<file path="config.mk">
export PLATFORM = sky130hd
export DESIGN_NAME = line_buffer_ctrl_flat
export DESIGN_NICKNAME = d
export VERILOG_FILES = /design/src/rtl/line_buffer_ctrl_if.sv /design/src/rtl/line_buffer_ctrl.sv /design/src/flat_wrapper.sv
export SDC_FILE = /design/constraint.sdc
export NUM_CORES = 1
export LEC_CHECK = 0
export CORE_MARGIN = 3
export CORE_UTILIZATION = 34
export DETAILED_ROUTE_END_ITERATION = 16
export HOLD_SLACK_MARGIN = 0.06
export PLACE_DENSITY = 0.88
export SYNTH_ARGS = -nofsm -noshare
export SYNTH_HDL_FRONTEND = slang
export SYNTH_SLANG_ARGS = --single-unit
</file>
<file path="constraint.sdc">
create_clock -name i_clk -period 1.95 [get_ports i_clk]
set_input_delay 0.195 -clock i_clk [delete_from_list [all_inputs] [get_ports i_clk]]
set_output_delay 0.195 -clock i_clk [all_outputs]
set_load 0.02 [all_outputs]
</file>
<file path="src/rtl/line_buffer_ctrl_if.sv">
`timescale 1ns/1ps
`default_nettype none
// ============================================================================
// line_buffer_ctrl_if : pixel-in, line-buffer and window-out signals of the
//                       line buffer sequencer (master = controller side)
// Rev 1.0
// ============================================================================
interface line_buffer_ctrl_if #(
  parameter int M = 3,
  parameter int W = 512,
  parameter int N = 4
);
  logic [7:0]           i_pix;
  logic                 i_pix_valid;
  logic                 o_pix_ready;
  logic [7:0]           o_lb_data;
  logic                 o_lb_data_valid;
  logic                 o_lb_rd_data;
  logic [M*N*8-1:0]     i_lb_data;
  logic [M*N*8-1:0]     o_win;
  logic                 o_win_valid;
  logic                 i_win_ready;
  logic [$clog2(W)-1:0] o_win_idx;

  modport master (
    input  i_pix, i_pix_valid, i_lb_data, i_win_ready,
    output o_pix_ready, o_lb_data, o_lb_data_valid, o_lb_rd_data,
           o_win, o_win_valid, o_win_idx
  );

  modport slave (
    output i_pix, i_pix_valid, i_lb_data, i_win_ready,
    input  o_pix_ready, o_lb_data, o_lb_data_valid, o_lb_rd_data,
           o_win, o_win_valid, o_win_idx
  );
endinterface
`default_nettype wire

</file>
<file path="src/rtl/line_buffer_ctrl.sv">
`timescale 1ns/1ps
`default_nettype none
// ============================================================================
// line_buffer_ctrl : fills the line buffer with M*W pixels, then strobes out
//                    one n-wide M-channel window per position with valid/ready
// Rev 1.0
// ============================================================================
module line_buffer_ctrl #(
  parameter int M = 3,
  parameter int W = 512,
  parameter int N = 4
) (
  input  logic               i_clk,
  input  logic               i_rst_n,
  input  logic               i_start,
  output logic               o_busy,
  output logic               o_done,
  line_buffer_ctrl_if.master bus
);
  localparam int WR_W  = $clog2(M*W+1);
  localparam int RD_W  = $clog2(W+1);
  localparam int IDX_W = $clog2(W);
  localparam logic [WR_W-1:0]  WR_END   = WR_W'(M*W);
  localparam logic [RD_W-1:0]  RD_END   = RD_W'(W-N+1);
  localparam logic [IDX_W-1:0] IDX_LAST = IDX_W'(W-N);

  typedef enum logic [1:0] {
    S_IDLE = 2'd0,
    S_FILL = 2'd1,
    S_READ = 2'd2,
    S_DONE = 2'd3
  } state_t;

  state_t           state_q, state_d;
  logic [WR_W-1:0]  wr_cnt_q, wr_cnt_d;
  logic [RD_W-1:0]  rd_cnt_q, rd_cnt_d;
  logic [7:0]       lb_data_q, lb_data_d;
  logic             lb_data_valid_q, lb_data_valid_d;
  logic             win_valid_q, win_valid_d;
  logic [IDX_W-1:0] win_idx_q, win_idx_d;

  logic pix_ready;
  logic pix_accept;
  logic win_accept;
  logic rd_strobe;

  always_comb begin
    // Ready stays high through the last accept; the count itself closes it.
    pix_ready  = (state_q == S_FILL) && (wr_cnt_q < WR_END);
    pix_accept = pix_ready && bus.i_pix_valid;
    win_accept = win_valid_q && bus.i_win_ready;
    rd_strobe  = (state_q == S_READ) && (rd_cnt_q < RD_END) &&
                 (!win_valid_q || bus.i_win_ready);

    state_d         = state_q;
    wr_cnt_d        = wr_cnt_q;
    rd_cnt_d        = rd_cnt_q;
    win_valid_d     = win_valid_q;
    win_idx_d       = win_idx_q;
    lb_data_valid_d = pix_accept;
    lb_data_d       = pix_accept ? bus.i_pix : lb_data_q;

    case (state_q)
      S_IDLE: begin
        if (i_start) state_d = S_FILL;
      end
      S_FILL: begin
        if (pix_accept) wr_cnt_d = wr_cnt_q + WR_W'(1);
        // Wait one cycle after the final write so it lands before the first read.
        if (wr_cnt_q == WR_END) state_d = S_READ;
      end
      S_READ: begin
        if (rd_strobe) begin
          rd_cnt_d    = rd_cnt_q + RD_W'(1);
          win_valid_d = 1'b1;
          win_idx_d   = rd_cnt_q[IDX_W-1:0];
        end else if (win_accept) begin
          win_valid_d = 1'b0;
        end
        if (win_accept && (win_idx_q == IDX_LAST)) state_d = S_DONE;
      end
      S_DONE: begin
        state_d     = S_IDLE;
        wr_cnt_d    = '0;
        rd_cnt_d    = '0;
        win_idx_d   = '0;
        win_valid_d = 1'b0;
      end
      default: state_d = S_IDLE;
    endcase
  end

  always_ff @(posedge i_clk or negedge i_rst_n) begin
    if (!i_rst_n) begin
      state_q         <= S_IDLE;
      wr_cnt_q        <= '0;
      rd_cnt_q        <= '0;
      lb_data_q       <= '0;
      lb_data_valid_q <= 1'b0;
      win_valid_q     <= 1'b0;
      win_idx_q       <= '0;
    end else begin
      state_q         <= state_d;
      wr_cnt_q        <= wr_cnt_d;
      rd_cnt_q        <= rd_cnt_d;
      lb_data_q       <= lb_data_d;
      lb_data_valid_q <= lb_data_valid_d;
      win_valid_q     <= win_valid_d;
      win_idx_q       <= win_idx_d;
    end
  end

  assign bus.o_pix_ready     = pix_ready;
  assign bus.o_lb_data       = lb_data_q;
  assign bus.o_lb_data_valid = lb_data_valid_q;
  assign bus.o_lb_rd_data    = rd_strobe;
  // The line buffer holds its output between strobes, so a stalled window stays put.
  assign bus.o_win           = bus.i_lb_data;
  assign bus.o_win_valid     = win_valid_q;
  assign bus.o_win_idx       = win_idx_q;
  assign o_busy              = (state_q != S_IDLE);
  assign o_done              = (state_q == S_DONE);
endmodule
`default_nettype wire

</file>
<file path="src/flat_wrapper.sv">
// flat-port wrapper written by rule: the top's interface ports become plain ports
module line_buffer_ctrl_flat 
#(
  parameter int M = 3,
  parameter int W = 512,
  parameter int N = 4
)
  (i_clk, i_rst_n, i_start, o_busy, o_done, bus_i_pix, bus_i_pix_valid, bus_i_lb_data, bus_i_win_ready, bus_o_pix_ready, bus_o_lb_data, bus_o_lb_data_valid, bus_o_lb_rd_data, bus_o_win, bus_o_win_valid, bus_o_win_idx);
  line_buffer_ctrl_if #(.M(M), .W(W), .N(N)) bus_i ();
  input  logic i_clk;
  input  logic i_rst_n;
  input  logic i_start;
  output logic o_busy;
  output logic o_done;
  input wire logic [$bits(bus_i.i_pix)-1:0] bus_i_pix;
  input wire logic [$bits(bus_i.i_pix_valid)-1:0] bus_i_pix_valid;
  input wire logic [$bits(bus_i.i_lb_data)-1:0] bus_i_lb_data;
  input wire logic [$bits(bus_i.i_win_ready)-1:0] bus_i_win_ready;
  output wire logic [$bits(bus_i.o_pix_ready)-1:0] bus_o_pix_ready;
  output wire logic [$bits(bus_i.o_lb_data)-1:0] bus_o_lb_data;
  output wire logic [$bits(bus_i.o_lb_data_valid)-1:0] bus_o_lb_data_valid;
  output wire logic [$bits(bus_i.o_lb_rd_data)-1:0] bus_o_lb_rd_data;
  output wire logic [$bits(bus_i.o_win)-1:0] bus_o_win;
  output wire logic [$bits(bus_i.o_win_valid)-1:0] bus_o_win_valid;
  output wire logic [$bits(bus_i.o_win_idx)-1:0] bus_o_win_idx;
  assign bus_i.i_pix = bus_i_pix;
  assign bus_i.i_pix_valid = bus_i_pix_valid;
  assign bus_i.i_lb_data = bus_i_lb_data;
  assign bus_i.i_win_ready = bus_i_win_ready;
  assign bus_o_pix_ready = bus_i.o_pix_ready;
  assign bus_o_lb_data = bus_i.o_lb_data;
  assign bus_o_lb_data_valid = bus_i.o_lb_data_valid;
  assign bus_o_lb_rd_data = bus_i.o_lb_rd_data;
  assign bus_o_win = bus_i.o_win;
  assign bus_o_win_valid = bus_i.o_win_valid;
  assign bus_o_win_idx = bus_i.o_win_idx;
  line_buffer_ctrl #(.M(M), .W(W), .N(N)) u_core (.i_clk(i_clk), .i_rst_n(i_rst_n), .i_start(i_start), .o_busy(o_busy), .o_done(o_done), .bus(bus_i));
endmodule
</file>
==> impl_metrics.py, run 1 <==
metrics = {
    "route": {
        "postRouteAntennaNets": 0,
        "routed_via_density": 5.20,
        "met3_length_um": 442,
        "via_count": 2008,
        "wl_um": 6140,
        "drcViolationCount": 0,
        "dr.pass1.iters": 4,
        "top_layer": "met4",
        "wl_met1_um": 2630,
        "wl_per_cell_um": 15.9,
        "drt_iter0_drc": 81,
        "wl_met2_um": 2660,
    },
    "sta": {
        "hold_slack_ns": 0.390,
        "rsz0062_at_grt": "yes",
        "relSlewSlack_pct": 63.1,
        "fin_ws_ns": 0.0327,
        "period_share_pct": 98.3,
        "hold_viol": 0,
        "tightest_slew_ns": 0.554,
        "finalSetupViolations": 0,
        "maxSlewViolCount": 0,
        "fin_skew_ns": 0.00724,
        "period_minus_slack_ns": 1.92,
        "fmax_ghz": 0.522,
    },
    "cts": {
        "cts-buffers-inserted": 5,
        "cts_sinks": 42,
        "cts_buffer_depth": 2,
        "htreeDepth": 2,
        "clk_latency_ns": 0.29,
        "cts_tree": "done",
        "clockRootBuffer": "clkbuf_8",
        "clkTransAtPathRegs_ns": 0.08,
    },
    "grt": {
        "grt_pass1_wl_um": 10000,
        "grt_use_total_pct": 12.5,
        "antenna_found_initial": 0,
        "grt_max_degree": 43,
        "grt_pass1_vias": 2062,
        "overflow": 0,
    },
    "synthesis": {
        "synth_compound_area_share_pct": 15.2,
        "synth-main-ff-cell": "dfrtp_1",
        "synth_enable_flop_cells": 0,
        "synth_area_um2": 2990,
        "synth-xor-area-share_pct": 0,
        "syn_nets": 430,
        "async_flop_share_pct": 100,
        "synth-simple-area-share_pct": 15.2,
        "synth_seq_area_share_pct": 35.2,
        "synth_warnings": 0,
        "synth_cells": 312,
        "synth.distinct_cells": 56,
        "synth.avg_cell_area_um2": 9.58,
        "synth_top_family_by_area": "buffers and inverters",
        "ys_ff_latch": 42,
        "yosys.area_share.adder_pct": 3.77,
        "synthMuxAreaShare_pct": 1.93,
    },
    "min_path": {
        "min_path_cells": 0,
        "hold_class": "input pin to primary output",
        "min-delay-start": "bus_i_lb_data[0]",
        "hold-path-endpoint": "bus_o_win[0]",
    },
    "critical_path": {
        "critical_path.endpoint_type": "register",
        "reg2reg_to": "u_core.rd_cnt_q[3]",
        "crit_arrival_ns": 2.14,
        "r2r_cells": 9,
        "regToRegStartpoint": "u_core.state_q[0]",
        "crit_type": "register to register",
        "rrSetupSlack_ns": 0.03,
        "required_ns": 2.18,
        "cp-start-kind": "register",
        "cp_max_fo": 5,
    },
    "place": {
        "dp_cells": 375,
        "place.gp.congestion": 0.867,
        "dp_hpwl_um": 4430,
        "place_area_um2": 2880,
        "dpl_worst_slack_ns": -0.0501,
        "portBuffers": 35,
    },
    "final_layout": {
        "diodes": 0,
        "final_cells": 386,
        "mostFrequentLayoutCells": "dfrtp_1 (42), nand2_1 (34), buf_4 (31), clkdlybuf4s50_1 (30), inv_1 (11)",
        "fin_area_um2": 3020,
        "fin_nets": 398,
        "synthToLayoutAreaGrowth_pct": 0.921,
        "layout_commonest_cell": "dfrtp_1",
        "drive_gt1_share_pct": 23.5,
        "utilization_pct": 36.0,
        "fill_cells": 823,
    },
    "floorplan": {
        "die_y_um": 99.7,
        "core-area_um2": 8380,
        "fp.dieArea_um2": 9950,
        "boundaryPins": 228,
        "num_rows": 33,
        "fp.dieW_um": 99.7,
        "initial_utilization_pct": 35.6,
    },
    "power": {
        "power_density_nw_per_um2": 636,
        "leakage_uw": 0.00136,
        "peakVddDrop_mv": 0.246,
    },
    "status": {
        "status": "complete, no violations",
    },
    "job": {
        "maxCapViolCount": 0,
    },
}
==> timing repair <==
item,CTS,global route
pin swaps,0,1
hold buffers,1,0
endpoints found under the hold margin,42,0
resized for setup,3,7
setup endpoints to repair,3,14
buffers inserted,0,2
==> worst max path at each step <==
| stage | startpoint | to | slack [ns] | depth (start not counted) |
|---|---|---|---|---|
| after floorplan | u_core.state_q[0] | u_core.bus.o_win_idx[3] | 0.11 | 7 |
| after global placement | bus_i_win_ready | bus_o_lb_rd_data | -0.05 | 5 |
| after detailed placement | bus_i_pix_valid | u_core.wr_cnt_q[7] | -0.05 | 5 |
| after CTS | u_core.state_q[1] | u_core.wr_cnt_q[4] | 0.02 | 6 |
| after global routing | u_core.state_q[1] | u_core.wr_cnt_q[4] | -0.06 | 6 |
| final | u_core.state_q[0] | u_core.rd_cnt_q[3] | 0.03 | 9 |
==> state kept, by name, indices dropped and copies added, names as in the netlist <==
| name | flops |
|---|---|
| u_core.bus.o_lb_data_valid | 1 |
| u_core.bus.o_lb_data | 8 |
| u_core.wr_cnt_q | 11 |
| u_core.state_q | 2 |
| u_core.rd_cnt_q | 10 |
| u_core.bus.o_win_valid | 1 |
| u_core.bus.o_win_idx | 9 |
==> kinds of logic after synthesis <==
family	after synthesis
compound gates	54
mux	5
fa+ha+maj	9
flops	42
simple gates	84
buf+inv	118
==> stage by stage <==
stage | setup TNS, ns | power [uW]
final | 0 | 1920
after CTS | 0 | 1930
after floorplan | 0 | 1480
after global routing | -0.249 | 2040
after detailed placement | -0.0986 | 1350
after global placement | -0.0493 | 1330
==> critical path, stage by stage (launching register included) <==
cell,delay [ns]
dfrtp_1,0.41
inv_1,0.10
ha_2,0.21
nand2b_4,0.07
buf_4,0.14
a2111oi_4,0.34
buf_4,0.19
buf_4,0.12
a21oi_1,0.05
o21ba_1,0.22
==> power breakdown <==
group	total, uW	switching (uW)	internal (uW)	leakage (uW)
Combinational	330	180	149	0.000775
Sequential	1010	72.9	938	0.000535
Clock	577	291	286	0.0000482
==> final cells by class <==
cell class	count	area (um^2)	area share [%]
Clock buffer	7	86.3	2.86
Clock inverter	1	5.00	0.166
Inverter	11	41.3	1.37
Multi-Input combinational cell	152	1100	36.4
Sequential cell	42	1050	34.9
Tap cell	105	131	4.36
Timing Repair Buffer	68	603	20.0
==> Yosys cell counts, drive strengths merged, types with 3 or more instances <==
cell | number | area [um^2]
a22o | 11 | 98.9
nand4b | 4 | 35.0
dfrtp | 42 | 1050
o22a | 3 | 26.3
or4 | 3 | 22.5
inv | 11 | 41.3
nor4 | 4 | 31.3
ha | 9 | 113
mux2 | 3 | 37.5
o31ai | 3 | 22.5
nand4 | 3 | 18.8
and3 | 4 | 27.5
buf | 104 | 807
a21oi | 10 | 50.1
clkbuf | 3 | 11.3
nand2 | 34 | 128
nand3 | 8 | 40.0
nor2b | 4 | 25.0
nor2 | 10 | 42.5
o21ai | 8 | 40.0
==> metal layers <==
layer / global-route usage (%) / vias up
met2: 18.6 / 78
met5: 0 / -
met3: 2.95 / 65
li1: - / 911
met1: 15.7 / 954
met4: 9.14 / 0
(Power assumes the default switching activity.)
==> inputs of run 2 (changes only) <==
CELL_PAD_IN_SITES_DETAIL_PLACEMENT = 0   (was not set)
CELL_PAD_IN_SITES_GLOBAL_PLACEMENT = 1   (was not set)
CORE_UTILIZATION = 24   (was 34)
PLACE_DENSITY = 0.9   (was 0.88)
==> impl_metrics.py, run 2 (synthesis gave the netlist of run 1 again) <==
metrics = {
    "grt": {
        "overflow": 0,
        "grt_pass1_vias": 2042,
        "grt_max_degree": 20,
        "grt_use_total_pct": 9.15,
        "grt_pass1_wl_um": 10400,
        "antenna_found_initial": 0,
    },
    "place": {
        "portBuffers": 35,
        "dp_cells": 436,
        "place.gp.congestion": 0.802,
        "dpl_worst_slack_ns": 0.0191,
        "dp_hpwl_um": 4760,
    },
    "route": {
        "wl_um": 6490,
        "drcViolationCount": 0,
        "drt_iter0_drc": 66,
        "dr.pass1.iters": 4,
        "postRouteAntennaNets": 0,
        "routed_via_density": 4.49,
        "via_count": 2032,
        "wl_per_cell_um": 14.3,
    },
    "critical_path": {
        "path_cells": "ha_1, buf_4, a2111oi_4, buf_4, and3_1, o22a_1",
        "crit_arrival_ns": 2.10,
        "r2r_cells": 6,
        "critical_path.startpoint": "u_core.state_q[1]",
        "reg2reg_to": "u_core.rd_cnt_q[7]",
        "cp_top_family": "compound AO/OA/AOI/OAI gates",
        "cpPeakStageDelay_ns": 0.42,
        "regToRegStartpoint": "u_core.state_q[1]",
        "cp_num_buf_inv": 2,
        "endpoint": "u_core.rd_cnt_q[7]",
        "rrSetupSlack_ns": 0.07,
        "cp-start-kind": "register",
        "cp_max_fo": 5,
        "critical_path.endpoint_type": "register",
        "cpMaxStageDelayCell": "dfrtp_1",
        "required_ns": 2.17,
        "crit_top_cell": "buf_4",
        "crit_type": "register to register",
        "cp.depth": 6,
    },
    "cts": {
        "cts_buffer_depth": 2,
        "clockRootBuffer": "clkbuf_16",
        "cts_sinks": 42,
        "clkTransAtPathRegs_ns": 0.07,
        "htreeDepth": 2,
        "clk_latency_ns": 0.29,
        "cts_tree": "done",
        "cts-buffers-inserted": 5,
    },
    "final_layout": {
        "drive_gt1_share_pct": 24.9,
        "layout_commonest_cell": "dfrtp_1",
        "fill_cells": 1288,
        "regMostFlops": "u_core.wr_cnt_q",
        "fin_nets": 402,
        "final_cells": 453,
        "mostFrequentLayoutCells": "dfrtp_1 (42), buf_4 (36), nand2_1 (34), clkdlybuf4s50_1 (30)",
        "synthToLayoutAreaGrowth_pct": 6.53,
        "largest_reg_flops": 11,
        "diodes": 0,
    },
    "sta": {
        "period_minus_slack_ns": 1.88,
        "finalSetupViolations": 0,
        "period_share_pct": 96.5,
        "tns_ns": 0,
        "hold_slack_ns": 0.331,
        "maxSlewViolCount": 0,
        "hold_viol": 0,
        "fin_skew_ns": 0.00722,
        "relSlewSlack_pct": 75.0,
        "fin_ws_ns": 0.0686,
        "fmax_ghz": 0.532,
        "tightest_slew_ns": 0.376,
    },
    "floorplan": {
        "fp.dieArea_um2": 13800,
        "die_y_um": 118,
        "fp.dieW_um": 118,
        "initial_utilization_pct": 24.7,
        "num_rows": 40,
        "core-area_um2": 12100,
        "boundaryPins": 228,
    },
    "power": {
        "peakVddDrop_mv": 0.315,
        "power_density_nw_per_um2": 716,
        "leakage_uw": 0.00140,
    },
    "min_path": {
        "hold_class": "input pin to asynchronous set/reset pin",
    },
    "status": {
        "status": "complete, no violations",
    },
    "job": {
        "maxCapViolCount": 0,
    },
}
==> run 2: metal layers <==
metal	up-vias	track usage, %	wire length [um]
li1	918	-	-
met1	996	11.4	2710
met2	76	13.4	2930
met3	42	3.46	615
met4	0	5.57	235
met5	-	0	0
==> run 2: worst register-to-register path: stages (launching register included) <==
cell	delay, ns
dfrtp_1	0.42
ha_1	0.26
buf_4	0.19
a2111oi_4	0.42
buf_4	0.21
and3_1	0.16
o22a_1	0.15
==> run 2: repair_timing <==
item                                   4_1_cts  5_1_grt
setup endpoints to repair                    3        6
pin swaps                                    0        1
gates resized for setup                      3        8
setup buffers                                0        8
hold buffers                                 1        0
endpoints found under the hold margin       10        0
==> run 2: area by class of cell <==
type,count,area (um^2),area share [%]
Clock buffer,6,129,4.05
Clock inverter,2,37.5,1.18
Inverter,11,41.3,1.30
Multi-Input combinational cell,152,1090,34.4
Sequential cell,42,1050,33.0
Tap cell,168,210,6.60
Timing Repair Buffer,72,621,19.5
==> run 2: worst min-delay path by stage <==
stage	from	end	slack, ns	depth (start not counted)
finish	i_rst_n	u_core.bus.o_win_idx[1]	0.33	2
floorplan	i_rst_n	u_core.bus.o_lb_data[0]	-0.10	0
CTS	i_rst_n	u_core.bus.o_win_idx[1]	0.35	2
global route	i_rst_n	u_core.bus.o_win_idx[1]	0.37	2
detailed placement	i_rst_n	u_core.bus.o_win_idx[1]	0.12	1
global placement	i_rst_n	u_core.bus.o_win_idx[1]	0.12	1
==> run 2: per-stage QoR <==
| step | utilization (%) | cell area [um^2] | power [uW] |
|---|---|---|---|
| 2_1_floorplan | - | 2990 | 1480 |
| 3_3_place_gp | 24.2 | 2940 | 1320 |
| 3_5_place_dp | 24.2 | 2940 | 1330 |
| 4_1_cts | 25.7 | 3110 | 2310 |
| 5_1_grt | 26.3 | 3180 | 2400 |
| 6_report | 26.3 | 3180 | 2280 |
==> run 2: power breakdown <==
group,total (uW),internal (uW),switching (uW)
clock,960,605,355
combinational,302,140,163
sequential,1020,940,78.0
total,2280,1680,595
==> inputs of run 3 (changes only) <==
CORE_MARGIN = not set   (was 3)
==> impl_metrics.py, run 3 (synthesis gave the netlist of run 1 again) <==
metrics = {
    "sta": {
        "hold_viol": 0,
        "rsz0062_at_grt": "no",
        "finalSetupViolations": 0,
        "fin_skew_ns": 0.00653,
        "period_share_pct": 94.3,
        "relSlewSlack_pct": 73.7,
        "hold_slack_ns": 0.351,
        "period_minus_slack_ns": 1.84,
        "tightest_slew_ns": 0.383,
        "fmax_ghz": 0.544,
        "maxSlewViolCount": 0,
        "tns_ns": 0,
    },
    "route": {
        "postRouteAntennaNets": 0,
        "drcViolationCount": 0,
        "dr.pass1.iters": 4,
        "routed_via_density": 4.44,
        "wl_um": 6370,
        "via_count": 1983,
        "wl_per_cell_um": 14.3,
        "drt_iter0_drc": 68,
    },
    "power": {
        "p_seq_share_pct": 44.2,
        "combPwrFrac_pct": 14.4,
        "netSwitchingFraction_pct": 25.9,
        "p_int_uw": 1690,
        "peakVddDrop_mv": 0.447,
        "power.switching_uw": 593,
        "leakage_uw": 0.00138,
        "power_frac_clock_pct": 41.4,
        "power_density_nw_per_um2": 726,
    },
    "critical_path": {
        "cpPeakStageDelay_ns": 0.40,
        "crit_type": "register to register",
        "crit_top_cell": "buf_4",
        "cp_num_buf_inv": 4,
        "required_ns": 2.16,
        "r2r_cells": 9,
        "cp_max_fo": 7,
        "regToRegStartpoint": "u_core.state_q[0]",
        "cp_top_family": "buffers and inverters",
        "cp-start-kind": "register",
        "rrSetupSlack_ns": 0.11,
        "critical_path.endpoint_type": "register",
        "path_cells": "inv_1, ha_2, nand2b_4, buf_4, a2111oi_4, buf_4, buf_4, o2bb2ai_1, a32o_1",
        "cpMaxStageDelayCell": "dfrtp_1",
        "crit_arrival_ns": 2.05,
        "reg2reg_to": "u_core.rd_cnt_q[5]",
    },
    "final_layout": {
        "layout_commonest_cell": "dfrtp_1",
        "drive_gt1_share_pct": 22.9,
        "synthToLayoutAreaGrowth_pct": 5.44,
        "mostFrequentLayoutCells": "dfrtp_1 (42), nand2_1 (34), clkdlybuf4s50_1 (30), buf_4 (29), inv_1 (11)",
        "diodes": 0,
        "final_cells": 447,
        "largest_reg_flops": 11,
        "regMostFlops": "u_core.wr_cnt_q",
        "fin_nets": 396,
    },
    "floorplan": {
        "fp.dieArea_um2": 12900,
        "boundaryPins": 228,
        "fp.dieW_um": 114,
        "core-area_um2": 12100,
        "num_rows": 40,
        "initial_utilization_pct": 24.8,
        "die_y_um": 114,
    },
    "cts": {
        "htreeDepth": 2,
        "cts_tree": "done",
        "cts_buffer_depth": 2,
        "clkTransAtPathRegs_ns": 0.07,
        "clockRootBuffer": "clkbuf_16",
        "cts_sinks": 42,
        "cts-buffers-inserted": 5,
        "clk_latency_ns": 0.28,
    },
    "grt": {
        "grt_pass1_wl_um": 10600,
        "overflow": 0,
        "grt_use_total_pct": 10.2,
        "grt_pass1_vias": 2061,
        "grt_max_degree": 17,
        "antenna_found_initial": 0,
    },
    "place": {
        "place.gp.congestion": 0.780,
        "dp_hpwl_um": 4890,
        "portBuffers": 35,
        "dp_cells": 436,
    },
    "status": {
        "status": "complete, no violations",
    },
    "min_path": {
        "hold_class": "input pin to asynchronous set/reset pin",
    },
    "job": {
        "maxCapViolCount": 0,
    },
}
==> run 3: worst max path at each step <==
| stage | startpoint | end | slack, ns | depth (start not counted) |
|---|---|---|---|---|
| floorplan | u_core.state_q[0] | u_core.bus.o_win_idx[3] | 0.11 | 7 |
| global placement | bus_i_win_ready | u_core.rd_cnt_q[3] | 0.05 | 7 |
| detailed placement | bus_i_win_ready | u_core.rd_cnt_q[5] | -0.02 | 7 |
| CTS | u_core.state_q[1] | o_done | 0.004 | 3 |
| global route | u_core.state_q[0] | u_core.rd_cnt_q[5] | 0.01 | 9 |
| finish | u_core.state_q[0] | u_core.rd_cnt_q[5] | 0.11 | 9 |
==> run 3: final cells by class <==
| class | instances | area, um^2 |
|---|---|---|
| inverters | 11 | 41.3 |
| clock buffers | 5 | 125 |
| clock inverters | 3 | 45.0 |
| repair buffers | 66 | 588 |
| well taps | 168 | 210 |
| flip-flops and latches | 42 | 1050 |
| multi-input cells | 152 | 1090 |
| fillers | 1271 | 8910 |
==> run 3: stage by stage <==
step                util [%]  total power (uW)  setup slack [ns]  instance area [um^2]
floorplan                  -              1480             0.109                  2990
finish                  26.1              2290             0.111                  3150
global route            26.1              2410            0.0123                  3150
global placement        24.4              1340            0.0485                  2950
CTS                     25.9              2320           0.00354                  3130
detailed placement      24.4              1360           -0.0230                  2950
==> run 3: routing by layer <==
layer / track usage [%] / routed length [um] / vias to the layer above
li1: - / - / 906
met1: 13.0 / 2940 / 959
met2: 15.4 / 2710 / 70
met3: 3.45 / 494 / 48
met4: 5.26 / 227 / 0
met5: 0 / 0 / -
==> run 3: what timing repair did <==
item                       in CTS  in global routing
pin swaps                       0                  1
gates resized for setup         4                  5
buffers inserted                0                  2
setup endpoints to repair       4                  6
hold endpoints to repair       12                  0
cloned                          0                  0
hold buffers                    1                  0
==> run 3: power groups by stage <==
stage	Clock [uW]	Combinational, uW	Sequential [uW]
2_1_floorplan	0	446	1030
3_3_place_gp	0	316	1020
3_5_place_dp	0	330	1020
4_1_cts	978	334	1010
5_1_grt	1020	368	1020
6_report	947	329	1010
